==> src/rtl/int_rr_read_port_arbiter.sv <==
// Integer register-read port arbiter: shares NUM_READ_PORTS physical-register-file read
// ports among issue lanes with all-or-nothing grants, rotating priority and starvation forcing.
module int_rr_read_port_arbiter #(
  parameter  int NUM_LANES          = 2,
  parameter  int NUM_READ_PORTS     = 3,
  parameter  int PREG_NUM_BIT_WIDTH = 7,
  parameter  int STARVE_LIMIT       = 4,
  localparam int PTR_W  = (NUM_LANES > 1) ? $clog2(NUM_LANES) : 1,
  localparam int PORT_W = (NUM_READ_PORTS > 1) ? $clog2(NUM_READ_PORTS) : 1,
  localparam int CNT_W  = $clog2(STARVE_LIMIT + 1)
) (
  input  logic                                               clk,
  input  logic                                               rst,
  input  logic                                               stall,
  input  logic [NUM_LANES-1:0]                               laneValid,
  input  logic [NUM_LANES-1:0]                               laneFlush,
  input  logic [NUM_LANES-1:0]                               needRegA,
  input  logic [NUM_LANES-1:0]                               needRegB,
  input  logic [NUM_LANES-1:0][PREG_NUM_BIT_WIDTH-1:0]       srcRegNumA,
  input  logic [NUM_LANES-1:0][PREG_NUM_BIT_WIDTH-1:0]       srcRegNumB,
  output logic [NUM_LANES-1:0]                               laneGrant,
  output logic [NUM_LANES-1:0]                               laneReplay,
  output logic [NUM_LANES-1:0][PORT_W-1:0]                   lanePortA,
  output logic [NUM_LANES-1:0][PORT_W-1:0]                   lanePortB,
  output logic [NUM_READ_PORTS-1:0]                          portValid,
  output logic [NUM_READ_PORTS-1:0][PREG_NUM_BIT_WIDTH-1:0]  portRegNum,
  output logic [31:0]                                        conflictCount
);

  logic [PTR_W-1:0]                rr_ptr;
  logic [NUM_LANES-1:0][CNT_W-1:0] starve_cnt;

  logic [NUM_LANES-1:0]            req;
  logic [NUM_LANES-1:0][1:0]       need;
  logic                            forced_valid;
  logic [PTR_W-1:0]                forced_idx;
  logic                            last_valid;
  logic [PTR_W-1:0]                last_idx;
  logic                            blocked;
  logic [PORT_W-1:0]               next_port;
  logic [PTR_W-1:0]                lane;
  int                              remaining;
  int                              start;
  int                              slot;
  int                              granted_need;

  always_comb begin
    for (int i = 0; i < NUM_LANES; i++) begin
      req[i]  = laneValid[i] & ~laneFlush[i];
      need[i] = {1'b0, needRegA[i]} + {1'b0, needRegB[i]};
    end
  end

  // Descending scan so the lowest-index saturated lane wins.
  always_comb begin
    forced_valid = 1'b0;
    forced_idx   = '0;
    for (int i = NUM_LANES - 1; i >= 0; i--) begin
      if (starve_cnt[i] == CNT_W'(STARVE_LIMIT)) begin
        forced_valid = 1'b1;
        forced_idx   = PTR_W'(i);
      end
    end
  end

  // NOTE: every output of this block gets a default before the loop; otherwise
  // lanes or ports not touched on some path would infer latches.
  always_comb begin
    laneGrant    = '0;
    lanePortA    = '0;
    lanePortB    = '0;
    portValid    = '0;
    portRegNum   = '0;
    last_valid   = 1'b0;
    last_idx     = '0;
    blocked      = 1'b0;
    next_port    = '0;
    lane         = '0;
    remaining    = NUM_READ_PORTS;
    granted_need = 0;
    start        = forced_valid ? int'(forced_idx) : int'(rr_ptr);
    for (int k = 0; k < NUM_LANES; k++) begin
      slot = start + k;
      if (slot >= NUM_LANES) slot = slot - NUM_LANES;
      lane = PTR_W'(slot);
      if (req[lane]) begin
        if (need[lane] == 2'd0) begin
          laneGrant[lane] = 1'b1;
        end else if (!blocked && int'(need[lane]) <= remaining) begin
          laneGrant[lane] = 1'b1;
          remaining       = remaining - int'(need[lane]);
          granted_need    = granted_need + int'(need[lane]);
          last_valid      = 1'b1;
          last_idx        = lane;
          if (needRegA[lane]) begin
            lanePortA[lane]       = next_port;
            portValid[next_port]  = 1'b1;
            portRegNum[next_port] = srcRegNumA[lane];
            next_port             = next_port + 1'b1;
          end
          if (needRegB[lane]) begin
            lanePortB[lane]       = next_port;
            portValid[next_port]  = 1'b1;
            portRegNum[next_port] = srcRegNumB[lane];
            next_port             = next_port + 1'b1;
          end
        end else if (forced_valid && lane == forced_idx) begin
          // An unsatisfiable forced lane holds the ports back for its next attempt.
          blocked = 1'b1;
        end
      end
    end
  end

  assign laneReplay = req & ~laneGrant;

  // NOTE: state uses non-blocking assignments so every register samples the
  // pre-edge combinational results; the comb block above uses blocking on purpose.
  always_ff @(posedge clk or negedge rst) begin
    if (!rst) begin
      rr_ptr        <= '0;
      starve_cnt    <= '0;
      conflictCount <= '0;
    end else if (!stall) begin
      if (last_valid) begin
        rr_ptr <= (last_idx == PTR_W'(NUM_LANES - 1)) ? '0 : last_idx + 1'b1;
      end
      for (int i = 0; i < NUM_LANES; i++) begin
        if (laneGrant[i] || !req[i]) begin
          starve_cnt[i] <= '0;
        end else if (starve_cnt[i] != CNT_W'(STARVE_LIMIT)) begin
          starve_cnt[i] <= starve_cnt[i] + 1'b1;
        end
      end
      if (|laneReplay && conflictCount != '1) begin
        conflictCount <= conflictCount + 32'd1;
      end
    end
  end

  always_ff @(posedge clk) begin
    if (rst) begin
      assert (granted_need <= NUM_READ_PORTS);
      assert ((laneGrant & laneReplay) == '0);
      assert ($countones(portValid) == granted_need);
    end
  end

endmodule

==> config.mk <==
export PLATFORM = sky130hd
export DESIGN_NAME = int_rr_read_port_arbiter
export DESIGN_NICKNAME = d
export VERILOG_FILES = /design/src/rtl/int_rr_read_port_arbiter.sv
export SDC_FILE = /design/constraint.sdc
export NUM_CORES = 1
export LEC_CHECK = 0
export ABC_CLOCK_PERIOD_IN_PS = 6100
export CELL_PAD_IN_SITES_DETAIL_PLACEMENT = 0
export CELL_PAD_IN_SITES_GLOBAL_PLACEMENT = 1
export CORE_ASPECT_RATIO = 0.6
export CORE_MARGIN = 4
export CORE_UTILIZATION = 36
export CTS_CLUSTER_DIAMETER = 200
export DETAILED_ROUTE_END_ITERATION = 6
export MAX_ROUTING_LAYER = met4
export PLACE_DENSITY = 0.91
export REMOVE_ABC_BUFFERS = 1
export SLEW_MARGIN = 10
export SYNTH_ARGS = -nofsm -noshare
export SYNTH_HDL_FRONTEND = slang
export SYNTH_SLANG_ARGS = --single-unit
==> constraint.sdc <==
create_clock -name clk -period 6.1 [get_ports clk]
set_input_delay 1.22 -clock clk [delete_from_list [all_inputs] [get_ports clk]]
set_output_delay 1.22 -clock clk [all_outputs]
set_load 0.01 [all_outputs]
==> impl_metrics.json, run 1 <==
{
  "mappedNetlistArea_sq_mm": 0.00375,
  "antennaDiodeCount": 0,
  "worst_endpoint_required_time_ps": 4880,
  "drc_errors_left": 0,
  "vias_after_detailed_routing": 4040,
  "area_delta_synth_final_pct": 40.1,
  "asyncSetResetFlopFracSynth": 1.00,
  "worstSkewPairLatency_ps": 290,
  "hold_buffers": 0,
  "grt_start_max_net_pins": 40,
  "routed_via_count_divided_by_cell_count": 5.82,
  "finish.utilization": 0.524,
  "crit_fanout": 7,
  "grt_overflow": 0,
  "starting_density_of_the_core": 0.374,
  "critical-path-slowest-cell": "sky130_fd_sc_hd__clkdlybuf4s50_1",
  "clock_skew_ps": 5.19,
  "clk_transition_reported_paths_ps": 50,
  "cp_slowest_stage_delay_ps": 560,
  "synth_seq_cells": 39,
  "syn_area_per_cell_sq_um": 8.54,
  "hold_depth": 1,
  "drt.antenna.violating_nets": 0,
  "finalHoldViolations": 0,
  "finalWeightedCongestion": 1.05,
  "die-area_sq_mm": 0.0122,
  "cts_htree_levels": 2,
  "worst_r2r_setup_slack_ps": 2550,
  "final_cell_area_sq_mm": 0.00526,
  "grtUsageTotal": 0.216,
  "post-dp-hpwl_mm": 10.4,
  "drt_iter0_markers": 477,
  "worst_pin_slew_ps": 883,
  "critical_path.reg2reg.startpoint": "starve_cnt[3]",
  "drt-pass1-iter-count": 5,
  "grt_setup_unrepaired": "no",
  "slew-limit-headroom": 0.411,
  "tritoncts": "built",
  "fin_nets": 612,
  "synth.yosys.seq_area_share": 0.260,
  "timing.hold.worst_endpoint": "conflictCount[22]",
  "cap_viol_max_count": 0,
  "core-area_sq_mm": 0.0100,
  "die_h_microns": 87.1,
  "synth_enable_flop_cells": 0,
  "slew_viol_final": 0,
  "result_of_the_run": "finished, final reports clean",
  "min-delay-path-class": "reg -> reg",
  "post_synth_most_frequent_cells": "sky130_fd_sc_hd__nand2_1, sky130_fd_sc_hd__dfrtp_1, sky130_fd_sc_hd__nor2_1",
  "yosysMostFrequentCell": "sky130_fd_sc_hd__nand2_1",
  "vias_in_the_first_global_route": 3744,
  "worst-path-buf-inv": 3,
  "totalNegativeSetupSlack_ps": 0,
  "synth_top_area_frac": 0.260,
  "timing.reg2reg.worst_path_depth": 13,
  "synthesis.yosys.warnings": 0,
  "number_of_buffers_on_the_longest_clock_path": 2,
  "power.leakage_nw": 2.26,
  "numClockSinks": 39,
  "fin_crit_ps": 5970,
  "sequence_of_cells_on_the_critical_path": "clkdlybuf4s50_1 > ha_1 > or2_2 > nand4_2 > and2_2 > nand2b_1 > ha_1 > or3_1 > a21oi_4 > buf_12 > mux2_2 > clkdlybuf4s50_1",
  "chipWidth_microns": 140,
  "worstSetupStartpointType": "primary input",
  "pwr_density_cell_mw_per_mm2": 171,
  "hold_start": "conflictCount[22]",
  "final_min_period_over_clock_period": 0.979,
  "critical_path_arrival_ps": 4750,
  "vdd_ir_drop_max_uv": 108,
  "wire_per_inst_microns": 18.7,
  "crit_type": "in -> out",
  "grt_antenna_before_repair": 0,
  "layout-drive-gt1-share": 0.150,
  "cts_buffers": 5,
  "rows": 28,
  "clock.fmax_mhz": 168,
  "detailed_place.area_sq_mm": 0.00505,
  "totalWireLength_mm": 13.0,
  "io_pins": 107,
  "finalSetupViolCount": 0,
  "synth.lib_cells_used.distinct": 66,
  "synthTopCellsByArea": "sky130_fd_sc_hd__dfrtp_1, sky130_fd_sc_hd__mux2i_1, sky130_fd_sc_hd__mux2_2",
  "cp_top_delay_family": "simple AND/OR/NAND/NOR gates",
  "port_buffers": 106,
  "yosys.area.top_type": "sky130_fd_sc_hd__dfrtp_1",
  "grt_first_pass_wirelength_mm": 20.7,
  "cts_root_buf": "sky130_fd_sc_hd__clkbuf_16",
  "rr_endpoint": "conflictCount[20]",
  "synthesis.instances": 439,
  "ys.flop_type": "sky130_fd_sc_hd__dfrtp_1",
  "setup.worst_path.end_class": "primary output"
}
[cell usage in the layout (no fill, tap or decap), types with 4 or more instances in the layout]
master	count
sky130_fd_sc_hd__mux2i_1	24
sky130_fd_sc_hd__nand2_1	45
sky130_fd_sc_hd__nor3_1	16
sky130_fd_sc_hd__clkdlybuf4s50_1	105
sky130_fd_sc_hd__a31oi_1	7
sky130_fd_sc_hd__or3_1	9
sky130_fd_sc_hd__nand3_1	26
sky130_fd_sc_hd__a221oi_1	9
sky130_fd_sc_hd__ha_1	15
sky130_fd_sc_hd__clkbuf_16	5
sky130_fd_sc_hd__nor4_1	4
sky130_fd_sc_hd__and3_1	5
sky130_fd_sc_hd__inv_1	16
sky130_fd_sc_hd__buf_4	22
sky130_fd_sc_hd__xor2_1	10
sky130_fd_sc_hd__a22o_1	4
sky130_fd_sc_hd__nand4_1	6
sky130_fd_sc_hd__a21oi_1	10
sky130_fd_sc_hd__mux2_1	4
sky130_fd_sc_hd__and2_1	4
sky130_fd_sc_hd__nor2_1	34
sky130_fd_sc_hd__mux2_2	20
sky130_fd_sc_hd__a22oi_1	9
sky130_fd_sc_hd__and2_2	4
sky130_fd_sc_hd__nand4_2	4
sky130_fd_sc_hd__o21ai_0	14
sky130_fd_sc_hd__o22ai_1	5
sky130_fd_sc_hd__dfrtp_1	39
sky130_fd_sc_hd__xnor2_1	21
[registers in the layout (all words and copies together), names as in the netlist]
| signal | count |
|---|---|
| starve_cnt | 6 |
| conflictCount | 32 |
| rr_ptr | 1 |
[worst max path at each step]
stage | start | to | slack [ps] | cells past startpoint
2_1_floorplan | starve_cnt[0] | portRegNum[1] | 50 | 12
3_3_place_gp | needRegB[0] | portRegNum[1] | 170 | 11
3_5_place_dp | needRegB[1] | portRegNum[1] | 80 | 11
4_1_cts | needRegB[1] | portRegNum[1] | 80 | 11
5_1_grt | needRegB[0] | portRegNum[10] | 5 | 12
6_report | needRegB[1] | portRegNum[10] | 130 | 12
[power breakdown]
group | switching (W) | leakage, nW | total, W | internal (W)
registers | 0.00000941 | 0.528 | 0.000275 | 0.000266
clock network | 0.000105 | 0.0868 | 0.000308 | 0.000203
logic | 0.000171 | 1.65 | 0.000315 | 0.000144
[repair_timing]
item | in CTS | in global routing
setup buffers | 0 | 1
gates resized for setup | 0 | 4
setup endpoints to repair | 0 | 13
[per-layer routing]
metal,global-route usage,routed length [microns],vias up
li1,-,-,1868
met1,0.337,6440,1968
met2,0.290,5260,191
met3,0.0335,1170,13
met4,0.0378,95,0
met5,-,0,-
[cell families (layout without fill, tap and decap cells)]
kind of cell | count (synthesis) | count (layout) | synth area share
flip-flops | 39 | 39 | 0.260
adder cells (fa/ha/maj) | 15 | 15 | 0.0500
buffers and inverters | 35 | 155 | 0.0424
XOR/XNOR | 31 | 31 | 0.0724
multiplexers | 49 | 49 | 0.140
AND/OR/NAND/NOR | 182 | 182 | 0.257
AO/OA/AOI/OAI | 88 | 88 | 0.178
[per-stage QoR]
stage,total power (W),instances,hold WS (ps),worst slack [ps]
global placement,0.000581,685,474,169
floorplan,0.000439,422,471,45.4
global route,0.000940,694,523,4.69
detailed placement,0.000583,685,475,80.5
finish,0.000899,694,495,131
CTS,0.000894,693,500,75.5
[cell type report]
class                           count  area (sq um)
Multi-Input combinational cell    365          2630
Clock inverter                      2          35.0
Timing Repair Buffer              129          1240
Sequential cell                    39           976
Fill cell                         916          4760
Inverter                           18          67.6
Tap cell                          135           169
Clock buffer                        6           139
Power figures use the tool's default switching activity.
==> run 2: changes to the inputs <==
CORE_UTILIZATION = 35   (was 36)
PLACE_DENSITY = 0.89   (was 0.91)
==> run 2 against run 1 <==
Compared with the run above: sequential cell count is the same; register-to-register slack lost 250 ps; final area shrank 1.8%; largest power group unchanged; highest routed layer unchanged.
==> impl_metrics.json, run 2 (synthesis results as in run 1) <==
{
  "met3RoutedLength_mm": 1.31,
  "met1Wirelength_mm": 6.36,
  "worst_pin_slew_ps": 871,
  "layout_top_registers": "conflictCount x32, starve_cnt x6, rr_ptr x1",
  "chipWidth_microns": 142,
  "cts_buffers": 5,
  "largest_register_ff_count": 32,
  "layout-drive-gt1-share": 0.136,
  "crit_fanout": 7,
  "post-dp-hpwl_mm": 10.4,
  "grtUsageTotal": 0.209,
  "worstSetupStartpointType": "primary input",
  "grt_overflow": 0,
  "totalNegativeSetupSlack_ps": 0,
  "final_cell_area_sq_mm": 0.00516,
  "cts.repair.resized": 0,
  "power.leakage_nw": 2.22,
  "detailed_place.area_sq_mm": 0.00501,
  "timing.reg2reg.worst_path_depth": 14,
  "postCtsSetupBuffers": 0,
  "die_h_microns": 88.2,
  "fin_crit_ps": 5990,
  "worst_r2r_setup_slack_ps": 2300,
  "core-area_sq_mm": 0.0102,
  "hold_depth": 1,
  "slew_viol_final": 0,
  "vdd_ir_drop_max_uv": 93.7,
  "port_buffers": 106,
  "finalWeightedCongestion": 0.950,
  "layout.filler_cells": 965,
  "numClockSinks": 39,
  "io_pins": 107,
  "number_of_buffers_on_the_longest_clock_path": 2,
  "clock_skew_ps": 3.89,
  "drc_errors_left": 0,
  "pwr_density_cell_mw_per_mm2": 162,
  "pre_cts_ws_ps": 98.7,
  "min-delay-path-class": "reg -> reg",
  "grt_first_pass_wirelength_mm": 20.2,
  "drt-pass1-iter-count": 5,
  "placed_cells_incl_taps": 680,
  "hold_buffers": 0,
  "hold_start": "conflictCount[11]",
  "cts_root_buf": "sky130_fd_sc_hd__clkbuf_16",
  "rows": 28,
  "grt_start_max_net_pins": 40,
  "design_power_total_w": 0.000834,
  "die-area_sq_mm": 0.0125,
  "worst_endpoint_required_time_ps": 4880,
  "drt_iter0_markers": 421,
  "tritoncts": "built",
  "max_flop_register": "conflictCount",
  "critical_path_arrival_ps": 4770,
  "result_of_the_run": "finished, final reports clean",
  "crit_type": "in -> out",
  "cap_viol_max_count": 0,
  "fin_nets": 606,
  "starting_density_of_the_core": 0.369,
  "finalHoldViolations": 0,
  "drt.antenna.violating_nets": 0,
  "highest_layer": "met4",
  "grt_setup_unrepaired": "no",
  "finalSetupViolCount": 0,
  "antennaDiodeCount": 0,
  "setup.worst_path.end_class": "primary output",
  "totalWireLength_mm": 12.9,
  "vias_in_the_first_global_route": 3746,
  "area_delta_synth_final_pct": 37.6,
  "layout_commonest_cell": "sky130_fd_sc_hd__clkdlybuf4s50_1",
  "final_min_period_over_clock_period": 0.981,
  "clk_transition_reported_paths_ps": 60,
  "fin_ws_ps": 113,
  "vias_after_detailed_routing": 3949,
  "grt_antenna_before_repair": 0,
  "rr_endpoint": "conflictCount[21]",
  "met2WireLength_mm": 5.16,
  "critical_path.reg2reg.startpoint": "starve_cnt[0]",
  "clock.fmax_mhz": 167,
  "wire_per_inst_microns": 18.7,
  "finalNonFillerCells": 688,
  "worstSkewPairLatency_ps": 280,
  "slew-limit-headroom": 0.420,
  "timing.hold.worst_endpoint": "conflictCount[11]",
  "layout_common_cells": "sky130_fd_sc_hd__clkdlybuf4s50_1, sky130_fd_sc_hd__nand2_1, sky130_fd_sc_hd__dfrtp_1",
  "cts_htree_levels": 2,
  "routed_via_count_divided_by_cell_count": 5.74
}
run 2: cell count changes in the layout (fill, tap and decap cells not counted), sizes merged:
cell    delta
clkbuf     -1
bufinv     -1
clkinv     +2
buf        -6
run 2: worst max-delay path by stage:
stage / to / slack (ps) / startpoint
after floorplan: portRegNum[1] / 50 / starve_cnt[0]
after global placement: portRegNum[1] / 170 / needRegA[1]
after detailed placement: portRegNum[1] / 100 / needRegB[1]
after CTS: portRegNum[1] / 100 / needRegB[1]
after global routing: portRegNum[1] / 0.7 / needRegB[1]
final: portRegNum[9] / 110 / needRegB[1]
run 2: layout make-up:
type / instances / area (sq um) / share of cell area
Multi-Input combinational cell: 365 / 2620 / 0.508
Timing Repair Buffer: 123 / 1180 / 0.229
Sequential cell: 39 / 976 / 0.189
Tap cell: 135 / 169 / 0.0327
Clock buffer: 5 / 125 / 0.0242
Inverter: 18 / 67.6 / 0.0131
Clock inverter: 3 / 15.0 / 0.00291
run 2: metal layers:
metal  up-vias  GRT usage
li1       1851          -
met1      1883      0.323
met2       205      0.273
met3        10     0.0447
met4         0     0.0392
met5         -          -
run 2: report_power, final:
part	total (W)	internal, W	switching (W)
clock	0.000251	0.000149	0.000102
combinational	0.000308	0.000139	0.000170
sequential	0.000275	0.000266	0.00000954
total	0.000834	0.000554	0.000281
run 2: worst max-delay path, cell delays in order:
cell and delay, ps:
sky130_fd_sc_hd__clkdlybuf4s50_1 540, sky130_fd_sc_hd__ha_1 260, sky130_fd_sc_hd__or2_2 360, sky130_fd_sc_hd__nand4_2 150
sky130_fd_sc_hd__and2_2 160, sky130_fd_sc_hd__nand2b_1 120, sky130_fd_sc_hd__ha_1 300, sky130_fd_sc_hd__or3_1 440
sky130_fd_sc_hd__a21oi_4 330, sky130_fd_sc_hd__mux2_2 390, sky130_fd_sc_hd__clkdlybuf4s50_1 480
run 2: metrics by stage:
step / hold WS [ps] / util
2_1_floorplan: 471 / -
3_3_place_gp: 475 / 0.494
3_5_place_dp: 475 / 0.494
4_1_cts: 483 / 0.507
5_1_grt: 515 / 0.508
6_report: 486 / 0.508
